**config.mk**
```make
export PLATFORM = sky130hd
export DESIGN_NAME = i2s_buf_ctrl_flat
export DESIGN_NICKNAME = d
export VERILOG_FILES = /design/src/rtl/i2s_buf_ctrl_pkg.sv /design/src/rtl/i2s_buf_ctrl_if.sv /design/src/rtl/i2s_buf_ctrl_sync_fifo.sv /design/src/rtl/i2s_buf_ctrl.sv /design/src/flat_wrapper.sv
export SDC_FILE = /design/constraint.sdc
export NUM_CORES = 1
export LEC_CHECK = 0
export CORE_UTILIZATION = 24
export DETAILED_ROUTE_END_ITERATION = 16
export GPL_TIMING_DRIVEN = 0
export MAX_ROUTING_LAYER = met4
export SYNTH_ARGS = -nofsm -noshare
export SYNTH_HDL_FRONTEND = slang
export SYNTH_SLANG_ARGS = --single-unit
```
**constraint.sdc**
```tcl
create_clock -name PCLK -period 6.81 [get_ports PCLK]
set_input_delay 2.043 -clock PCLK [delete_from_list [all_inputs] [get_ports PCLK]]
set_output_delay 2.043 -clock PCLK [all_outputs]
set_load 0.1 [all_outputs]
```
**src/rtl/i2s_buf_ctrl_pkg.sv**
```systemverilog
// Shared sizing constants for the I2S TX/RX sample buffers.
// Pure declarations: no logic, no latency, no flow control.
package i2s_pkg;
  localparam int I2S_FIFO_DEPTH = 4;
  localparam int I2S_FIFO_AW    = 2;
  localparam int I2S_DW         = 32;
  localparam int I2S_SPACE_W    = 3;
endpackage

```
**src/rtl/i2s_buf_ctrl_if.sv**
```systemverilog
// Buffer-stage bus: APB side, serialiser and deserialiser strobes plus FIFO status.
// master drives requests/data; slave (the buffer controller) returns status and head words.
interface i2s_buf_ctrl_if;
  import i2s_pkg::*;

  logic                   fifo_reset;
  logic                   tx_enable;
  logic                   rx_enable;
  logic                   wr_tx_buf;
  logic [I2S_DW-1:0]      PWDATA;
  logic [I2S_SPACE_W-1:0] tx_fifo_space;
  logic                   tx_fifo_empty;
  logic                   tx_fifo_full;
  logic                   tx_rd_req;
  logic [I2S_DW-1:0]      tx_rd_data;
  logic                   tx_underrun;
  logic                   rx_wr_req;
  logic [I2S_DW-1:0]      rx_wr_data;
  logic                   rd_rx_buf;
  logic [I2S_DW-1:0]      rd_buf_rdata;
  logic [I2S_SPACE_W-1:0] rx_fifo_space;
  logic                   rx_fifo_empty;
  logic                   rx_fifo_full;
  logic                   rx_overrun;

  modport master (
    output fifo_reset, tx_enable, rx_enable, wr_tx_buf, PWDATA,
    output tx_rd_req, rx_wr_req, rx_wr_data, rd_rx_buf,
    input  tx_fifo_space, tx_fifo_empty, tx_fifo_full, tx_rd_data, tx_underrun,
    input  rd_buf_rdata, rx_fifo_space, rx_fifo_empty, rx_fifo_full, rx_overrun
  );

  modport slave (
    input  fifo_reset, tx_enable, rx_enable, wr_tx_buf, PWDATA,
    input  tx_rd_req, rx_wr_req, rx_wr_data, rd_rx_buf,
    output tx_fifo_space, tx_fifo_empty, tx_fifo_full, tx_rd_data, tx_underrun,
    output rd_buf_rdata, rx_fifo_space, rx_fifo_empty, rx_fifo_full, rx_overrun
  );
endinterface

```
**src/rtl/i2s_buf_ctrl_sync_fifo.sv**
```systemverilog
// Generic show-ahead circular FIFO; status and head reflect a push/pop one edge later.
// Push on full and pop on empty are dropped; flush clears pointers and blocks both sides.
module i2s_sync_fifo #(
  parameter int DEPTH = 4,
  parameter int DW    = 32,
  parameter int AW    = $clog2(DEPTH)
) (
  input  logic          clk_i,
  input  logic          rst_ni,
  input  logic          push_i,
  input  logic          pop_i,
  input  logic          flush_i,
  input  logic [DW-1:0] data_i,
  output logic [DW-1:0] head_o,
  output logic [AW:0]   count_o,
  output logic          empty_o,
  output logic          full_o
);
  localparam logic [AW:0] CNT_FULL = (AW+1)'(DEPTH);

  logic [DW-1:0] mem [DEPTH];
  logic [AW-1:0] wptr_q, wptr_d;
  logic [AW-1:0] rptr_q, rptr_d;
  logic [AW:0]   count_q, count_d;
  logic          push_ok, pop_ok;

  assign empty_o = (count_q == '0);
  assign full_o  = (count_q == CNT_FULL);
  assign push_ok = push_i & ~full_o & ~flush_i;
  assign pop_ok  = pop_i & ~empty_o & ~flush_i;
  assign count_o = count_q;
  // Forced to zero when empty so stale storage never leaks out.
  assign head_o  = empty_o ? '0 : mem[rptr_q];

  always_comb begin
    wptr_d  = wptr_q;
    rptr_d  = rptr_q;
    count_d = count_q;
    if (flush_i) begin
      wptr_d  = '0;
      rptr_d  = '0;
      count_d = '0;
    end else begin
      if (push_ok) wptr_d = wptr_q + AW'(1);
      if (pop_ok)  rptr_d = rptr_q + AW'(1);
      case ({push_ok, pop_ok})
        2'b10:   count_d = count_q + (AW+1)'(1);
        2'b01:   count_d = count_q - (AW+1)'(1);
        default: count_d = count_q;
      endcase
    end
  end

  always_ff @(posedge clk_i or negedge rst_ni) begin
    if (!rst_ni) begin
      wptr_q  <= '0;
      rptr_q  <= '0;
      count_q <= '0;
    end else begin
      wptr_q  <= wptr_d;
      rptr_q  <= rptr_d;
      count_q <= count_d;
    end
  end

  always_ff @(posedge clk_i) begin
    if (push_ok) mem[wptr_q] <= data_i;
  end
endmodule

```
**src/rtl/i2s_buf_ctrl.sv**
```systemverilog
// TX/RX sample buffers between APB registers and the I2S serial engine, with enable gating.
// Status/head valid the cycle after a push/pop; underrun/overrun are registered 1-cycle pulses.
module i2s_buf_ctrl
  import i2s_pkg::*;
(
  input  logic             PCLK,
  input  logic             PRESETn,
  i2s_buf_ctrl_if.slave    bus
);
  localparam logic [I2S_SPACE_W-1:0] SPACE_MAX = I2S_SPACE_W'(I2S_FIFO_DEPTH);

  logic [I2S_FIFO_AW:0] tx_count, rx_count;
  logic                 tx_pop, rx_push;
  logic                 underrun_q, underrun_d;
  logic                 overrun_q, overrun_d;

  assign tx_pop  = bus.tx_rd_req & bus.tx_enable;
  assign rx_push = bus.rx_wr_req & bus.rx_enable;

  i2s_sync_fifo #(.DEPTH(I2S_FIFO_DEPTH), .DW(I2S_DW), .AW(I2S_FIFO_AW)) u_tx_fifo (
    .clk_i   (PCLK),
    .rst_ni  (PRESETn),
    .push_i  (bus.wr_tx_buf),
    .pop_i   (tx_pop),
    .flush_i (bus.fifo_reset),
    .data_i  (bus.PWDATA),
    .head_o  (bus.tx_rd_data),
    .count_o (tx_count),
    .empty_o (bus.tx_fifo_empty),
    .full_o  (bus.tx_fifo_full)
  );

  // A pop on full in the same cycle does not make room: the FIFO judges push on pre-edge state.
  i2s_sync_fifo #(.DEPTH(I2S_FIFO_DEPTH), .DW(I2S_DW), .AW(I2S_FIFO_AW)) u_rx_fifo (
    .clk_i   (PCLK),
    .rst_ni  (PRESETn),
    .push_i  (rx_push),
    .pop_i   (bus.rd_rx_buf),
    .flush_i (bus.fifo_reset),
    .data_i  (bus.rx_wr_data),
    .head_o  (bus.rd_buf_rdata),
    .count_o (rx_count),
    .empty_o (bus.rx_fifo_empty),
    .full_o  (bus.rx_fifo_full)
  );

  assign bus.tx_fifo_space = SPACE_MAX - tx_count;
  assign bus.rx_fifo_space = SPACE_MAX - rx_count;

  assign underrun_d = tx_pop  & bus.tx_fifo_empty & ~bus.fifo_reset;
  assign overrun_d  = rx_push & bus.rx_fifo_full  & ~bus.fifo_reset;

  always_ff @(posedge PCLK or negedge PRESETn) begin
    if (!PRESETn) begin
      underrun_q <= 1'b0;
      overrun_q  <= 1'b0;
    end else begin
      underrun_q <= underrun_d;
      overrun_q  <= overrun_d;
    end
  end

  assign bus.tx_underrun = underrun_q;
  assign bus.rx_overrun  = overrun_q;
endmodule

```
**src/flat_wrapper.sv**
```systemverilog
// flat-port wrapper written by rule: the top's interface ports become plain ports
module i2s_buf_ctrl_flat import i2s_pkg::*;
  (PCLK, PRESETn, bus_fifo_reset, bus_tx_enable, bus_rx_enable, bus_wr_tx_buf, bus_PWDATA, bus_tx_rd_req, bus_rx_wr_req, bus_rx_wr_data, bus_rd_rx_buf, bus_tx_fifo_space, bus_tx_fifo_empty, bus_tx_fifo_full, bus_tx_rd_data, bus_tx_underrun, bus_rd_buf_rdata, bus_rx_fifo_space, bus_rx_fifo_empty, bus_rx_fifo_full, bus_rx_overrun);
  i2s_buf_ctrl_if bus_i ();
  input  logic PCLK;
  input  logic PRESETn;
  input wire logic [$bits(bus_i.fifo_reset)-1:0] bus_fifo_reset;
  input wire logic [$bits(bus_i.tx_enable)-1:0] bus_tx_enable;
  input wire logic [$bits(bus_i.rx_enable)-1:0] bus_rx_enable;
  input wire logic [$bits(bus_i.wr_tx_buf)-1:0] bus_wr_tx_buf;
  input wire logic [$bits(bus_i.PWDATA)-1:0] bus_PWDATA;
  input wire logic [$bits(bus_i.tx_rd_req)-1:0] bus_tx_rd_req;
  input wire logic [$bits(bus_i.rx_wr_req)-1:0] bus_rx_wr_req;
  input wire logic [$bits(bus_i.rx_wr_data)-1:0] bus_rx_wr_data;
  input wire logic [$bits(bus_i.rd_rx_buf)-1:0] bus_rd_rx_buf;
  output wire logic [$bits(bus_i.tx_fifo_space)-1:0] bus_tx_fifo_space;
  output wire logic [$bits(bus_i.tx_fifo_empty)-1:0] bus_tx_fifo_empty;
  output wire logic [$bits(bus_i.tx_fifo_full)-1:0] bus_tx_fifo_full;
  output wire logic [$bits(bus_i.tx_rd_data)-1:0] bus_tx_rd_data;
  output wire logic [$bits(bus_i.tx_underrun)-1:0] bus_tx_underrun;
  output wire logic [$bits(bus_i.rd_buf_rdata)-1:0] bus_rd_buf_rdata;
  output wire logic [$bits(bus_i.rx_fifo_space)-1:0] bus_rx_fifo_space;
  output wire logic [$bits(bus_i.rx_fifo_empty)-1:0] bus_rx_fifo_empty;
  output wire logic [$bits(bus_i.rx_fifo_full)-1:0] bus_rx_fifo_full;
  output wire logic [$bits(bus_i.rx_overrun)-1:0] bus_rx_overrun;
  assign bus_i.fifo_reset = bus_fifo_reset;
  assign bus_i.tx_enable = bus_tx_enable;
  assign bus_i.rx_enable = bus_rx_enable;
  assign bus_i.wr_tx_buf = bus_wr_tx_buf;
  assign bus_i.PWDATA = bus_PWDATA;
  assign bus_i.tx_rd_req = bus_tx_rd_req;
  assign bus_i.rx_wr_req = bus_rx_wr_req;
  assign bus_i.rx_wr_data = bus_rx_wr_data;
  assign bus_i.rd_rx_buf = bus_rd_rx_buf;
  assign bus_tx_fifo_space = bus_i.tx_fifo_space;
  assign bus_tx_fifo_empty = bus_i.tx_fifo_empty;
  assign bus_tx_fifo_full = bus_i.tx_fifo_full;
  assign bus_tx_rd_data = bus_i.tx_rd_data;
  assign bus_tx_underrun = bus_i.tx_underrun;
  assign bus_rd_buf_rdata = bus_i.rd_buf_rdata;
  assign bus_rx_fifo_space = bus_i.rx_fifo_space;
  assign bus_rx_fifo_empty = bus_i.rx_fifo_empty;
  assign bus_rx_fifo_full = bus_i.rx_fifo_full;
  assign bus_rx_overrun = bus_i.rx_overrun;
  i2s_buf_ctrl u_core (.PCLK(PCLK), .PRESETn(PRESETn), .bus(bus_i));
endmodule
```
==> summary.txt <==
Crit-path cells -> inv_1 > ha_1 > ha_1 > clkbuf_1 > nor2b_1 > clkdlybuf4s50_1
Most frequent CP cell -> ha_1
Setup repair bufs after CTS -> 0
Routability Congestion -> 0.685
Mean Syn Cell Area -> 20.7 sq um
Final Hold Vio Count -> 0
Worst R2R End -> u_core.u_tx_fifo.count_o[2]
DIE AREA -> 0.0455 sq mm
Placed insts -> 1,265
Vias after detailed routing -> 5,269
First-pass GRT wire length -> 34.1 mm
Clock Path Buffers -> 3
Post-Route WL -> 22.8 mm
Worst Setup EP -> bus_rd_buf_rdata[4]
Tightest Hold Check Type -> reg -> reg
Critical Path RT -> 4.77 ns
Worst path bufs/invs -> 3
Reg2Reg Depth -> 11
Cell Pwr Density -> 444 mW/mm^2
Worst r2r src -> u_core.u_tx_fifo.count_o[0]
Number of global-route vias before repair -> 5,582
CP Depth -> 6
Tot GR Track Use -> 10.4%
Setup TNS Final -> 0 ns
Overflow after GRT -> 0
Post-route insts no fill -> 1,321
VDD IR max -> 0.000322 V
I/O Pins -> 149
Seq/Total Area, Yosys -> 75.4%
Vias per std cell -> 3.99
F_max -> 180 MHz
DRC -> 0
Share of post-route cells with drive strength above 1 -> 20.3%
Critical-path top delay cell -> clkdlybuf4s50_1
Final min period -> 5.55 ns
Syn_nets -> 606
Cell taking the most area after synthesis -> edfxtp_1
Antenna-violating nets left -> 0
CP startpoint -> u_core.u_rx_fifo.count_o[0]
CTS buffer count -> 30
First-pass DRT Iterations -> 4
Synth area leaders -> edfxtp_1 (72%), mux4_2 (13%), nor2b_1 (3.8%)
Final setup fails -> 0
Leak Pwr -> 4.50 nW
Synthesized cell area -> 0.0107 sq mm
CP max stage delay -> 1.18 ns
Ys Warns -> 0
Area Growth Syn to Fin -> 31.6%
Initial Utilization -> 24.3%
Status -> finished clean
FF+latch count, synth -> 272
Worst-path maximum fanout -> 10
IO Port Bufs -> 148
Filler cells -> 4,338
Worst Max-Slew Pin Slew -> 1.15 ns
Cts repair resizes -> 0
Crit-path leading delay family -> buffers and inverters
Slew Viols, Final -> 0
FP Rows -> 77
CTS tree -> done
Critical Path Sink Type -> output pin
Tcrit/Tclk final -> 81.5%
DP HPWL -> 14.8 mm
Fin nets -> 794
Hold_buf cts -> 0
Top-area cell type share of the netlist area -> 71.7%
Worst Setup Start Kind -> flop
Clock sink total -> 272
Arrival @ worst endpoint -> 3.51 ns
Initial antenna violation count -> 1
CORE AREA -> 0.0441 sq mm
Clk_lat worst skew -> 0.55 ns
Reg-to-reg slack, setup -> 4.05 ns
Max-cap violations -> 0
Mapped Cells -> 517
RSZ-0062 raised after global routing -> false
H-tree depth -> 1
Distinct cells, synth -> 31
Max-Slew Margin vs Limit -> 23.2%
Root Buffer -> clkbuf_16
Clk pin slew, worst setup/hold paths -> 0.06 ns
Drt wl/cell -> 17.3 um
Final clock skew -> 0.0122 ns
Die Width -> 213 um
DR iter-0 viols -> 252
Kind of critical path -> reg -> out
Largest net degree at the start of global routing -> 33
Die H -> 213 um
-- synth_stat cells --
| library cell | count |
|---|---|
| and3b_1 | 2 |
| dfrtp_1 | 16 |
| fa_1 | 2 |
| mux2_2 | 1 |
| xor2_1 | 2 |
| a21oi_2 | 1 |
| buf_2 | 7 |
| nand2b_1 | 2 |
| ha_1 | 14 |
| buf_4 | 8 |
| o22a_1 | 1 |
| a21oi_1 | 1 |
| nor2b_1 | 65 |
| and4b_1 | 1 |
| nor2_1 | 15 |
| nand3_1 | 2 |
| clkbuf_1 | 13 |
| inv_1 | 12 |
| mux4_2 | 64 |
| or3_4 | 1 |
| o21ai_0 | 1 |
| xnor2_1 | 8 |
| and2_1 | 8 |
| a21o_1 | 1 |
| nand3b_1 | 1 |
| buf_6 | 1 |
| nand2_1 | 5 |
| nor3b_1 | 1 |
| edfxtp_1 | 256 |
| mux2i_1 | 3 |
| nor3_1 | 2 |
-- metrics by stage --
step	hold WS [ns]	utilization, %	total power, W	instance area [sq um]	setup slack [ns]
after global placement	0.559	29.3	0.00471	12900	1.70
after floorplan	0.529	-	0.00406	10700	1.82
final	0.583	32.0	0.00626	14100	1.26
after detailed placement	0.573	29.7	0.00473	13100	1.74
after CTS	0.591	32.0	0.00636	14100	1.12
after global routing	0.628	32.0	0.00652	14100	1.05
-- cell type report --
| type | instances | area, sq um | area share, % |
|---|---|---|---|
| tap | 592 | 741 | 5.25 |
| multi-input combinational | 204 | 2450 | 17.4 |
| sequential | 272 | 8090 | 57.3 |
| timing repair buffer | 156 | 1640 | 11.6 |
| clock buffer | 33 | 783 | 5.55 |
| buffer | 29 | 155 | 1.10 |
| inverter | 12 | 45.0 | 0.319 |
| clock inverter | 22 | 206 | 1.46 |
| antenna | 1 | 2.50 | 0.0177 |
-- report_power, final --
group / internal [W] / switching (W)
Clock: 0.000946 / 0.000665
Combinational: 0.000702 / 0.00203
Sequential: 0.00190 / 0.0000258
-- registers in the layout, indices dropped and copies added (netlist names) --
register,count
u_core.u_rx_fifo.mem,128
u_core.u_tx_fifo.mem,128
u_core.u_rx_fifo.count_o,3
u_core.u_tx_fifo.count_o,3
u_core.u_rx_fifo.rptr_q,2
u_core.u_rx_fifo.wptr_q,2
u_core.u_tx_fifo.rptr_q,2
u_core.u_tx_fifo.wptr_q,2
u_core.bus.rx_overrun,1
u_core.bus.tx_underrun,1
-- cells in the final DEF (no fill, tap or decap), types with 2 or more instances in the layout --
| cell | Yosys | layout |
|---|---|---|
| inv_6 | 0 | 3 |
| edfxtp_1 | 256 | 256 |
| mux4_2 | 64 | 64 |
| clkbuf_16 | 0 | 31 |
| fa_1 | 2 | 2 |
| mux2i_1 | 3 | 3 |
| and2_2 | 0 | 8 |
| nand2b_1 | 2 | 2 |
| buf_2 | 7 | 7 |
| dfrtp_1 | 16 | 16 |
| clkinv_1 | 0 | 4 |
| clkbuf_1 | 13 | 15 |
| xnor2_1 | 8 | 8 |
| nor3_1 | 2 | 2 |
| nor2b_1 | 65 | 65 |
| xor2_1 | 2 | 2 |
| buf_4 | 8 | 8 |
| nor2_1 | 15 | 15 |
| nand2_1 | 5 | 5 |
| clkinv_2 | 0 | 8 |
| bufinv_16 | 0 | 3 |
| and3b_1 | 2 | 2 |
| clkdlybuf4s50_1 | 0 | 148 |
| clkinv_4 | 0 | 4 |
| buf_12 | 0 | 8 |
| inv_1 | 12 | 12 |
| nand3_1 | 2 | 2 |
| ha_1 | 14 | 14 |
-- worst register-to-register path: stages (launching register included) --
cell      delay, ns
dfrtp_1        0.43
inv_1          0.08
ha_1           0.19
ha_1           0.41
and3b_1        0.23
buf_2          0.16
nand2_1        0.10
nor2_1         0.06
fa_1           0.43
nand3b_1       0.10
o22a_1         0.14
mux2_2         0.32
-- worst min-delay path by stage --
stage	startpoint	endpoint	slack, ns	cells after the start
global placement	u_core.u_tx_fifo.count_o[1]	u_core.u_tx_fifo.count_o[1]	0.56	2
detailed placement	u_core.u_tx_fifo.count_o[1]	u_core.u_tx_fifo.count_o[1]	0.57	2
CTS	u_core.u_tx_fifo.count_o[1]	u_core.u_tx_fifo.count_o[1]	0.59	2
floorplan	u_core.u_rx_fifo.count_o[1]	u_core.u_rx_fifo.count_o[1]	0.53	2
global route	u_core.u_rx_fifo.count_o[1]	u_core.u_rx_fifo.count_o[1]	0.63	2
finish	u_core.u_tx_fifo.count_o[1]	u_core.u_tx_fifo.count_o[1]	0.58	2
-- logic make-up after synthesis --
| group | share of synthesized area, % |
|---|---|
| flip-flops | 75.4 |
| AND/OR/NAND/NOR | 5.76 |
| multiplexers | 13.8 |
| buffers and inverters | 1.87 |
| adder cells (fa/ha/maj) | 2.01 |
| XOR/XNOR | 0.817 |
| AO/OA/AOI/OAI | 0.327 |
-- per-layer routing --
layer	GRT usage [%]	wire length, um	vias up
met5	-	0	-
met4	2.64	551	0
met3	3.54	1860	43
met2	15.8	10300	163
met1	13.3	10100	2654
li1	-	-	2409
Power figures use the tool's default switching activity.
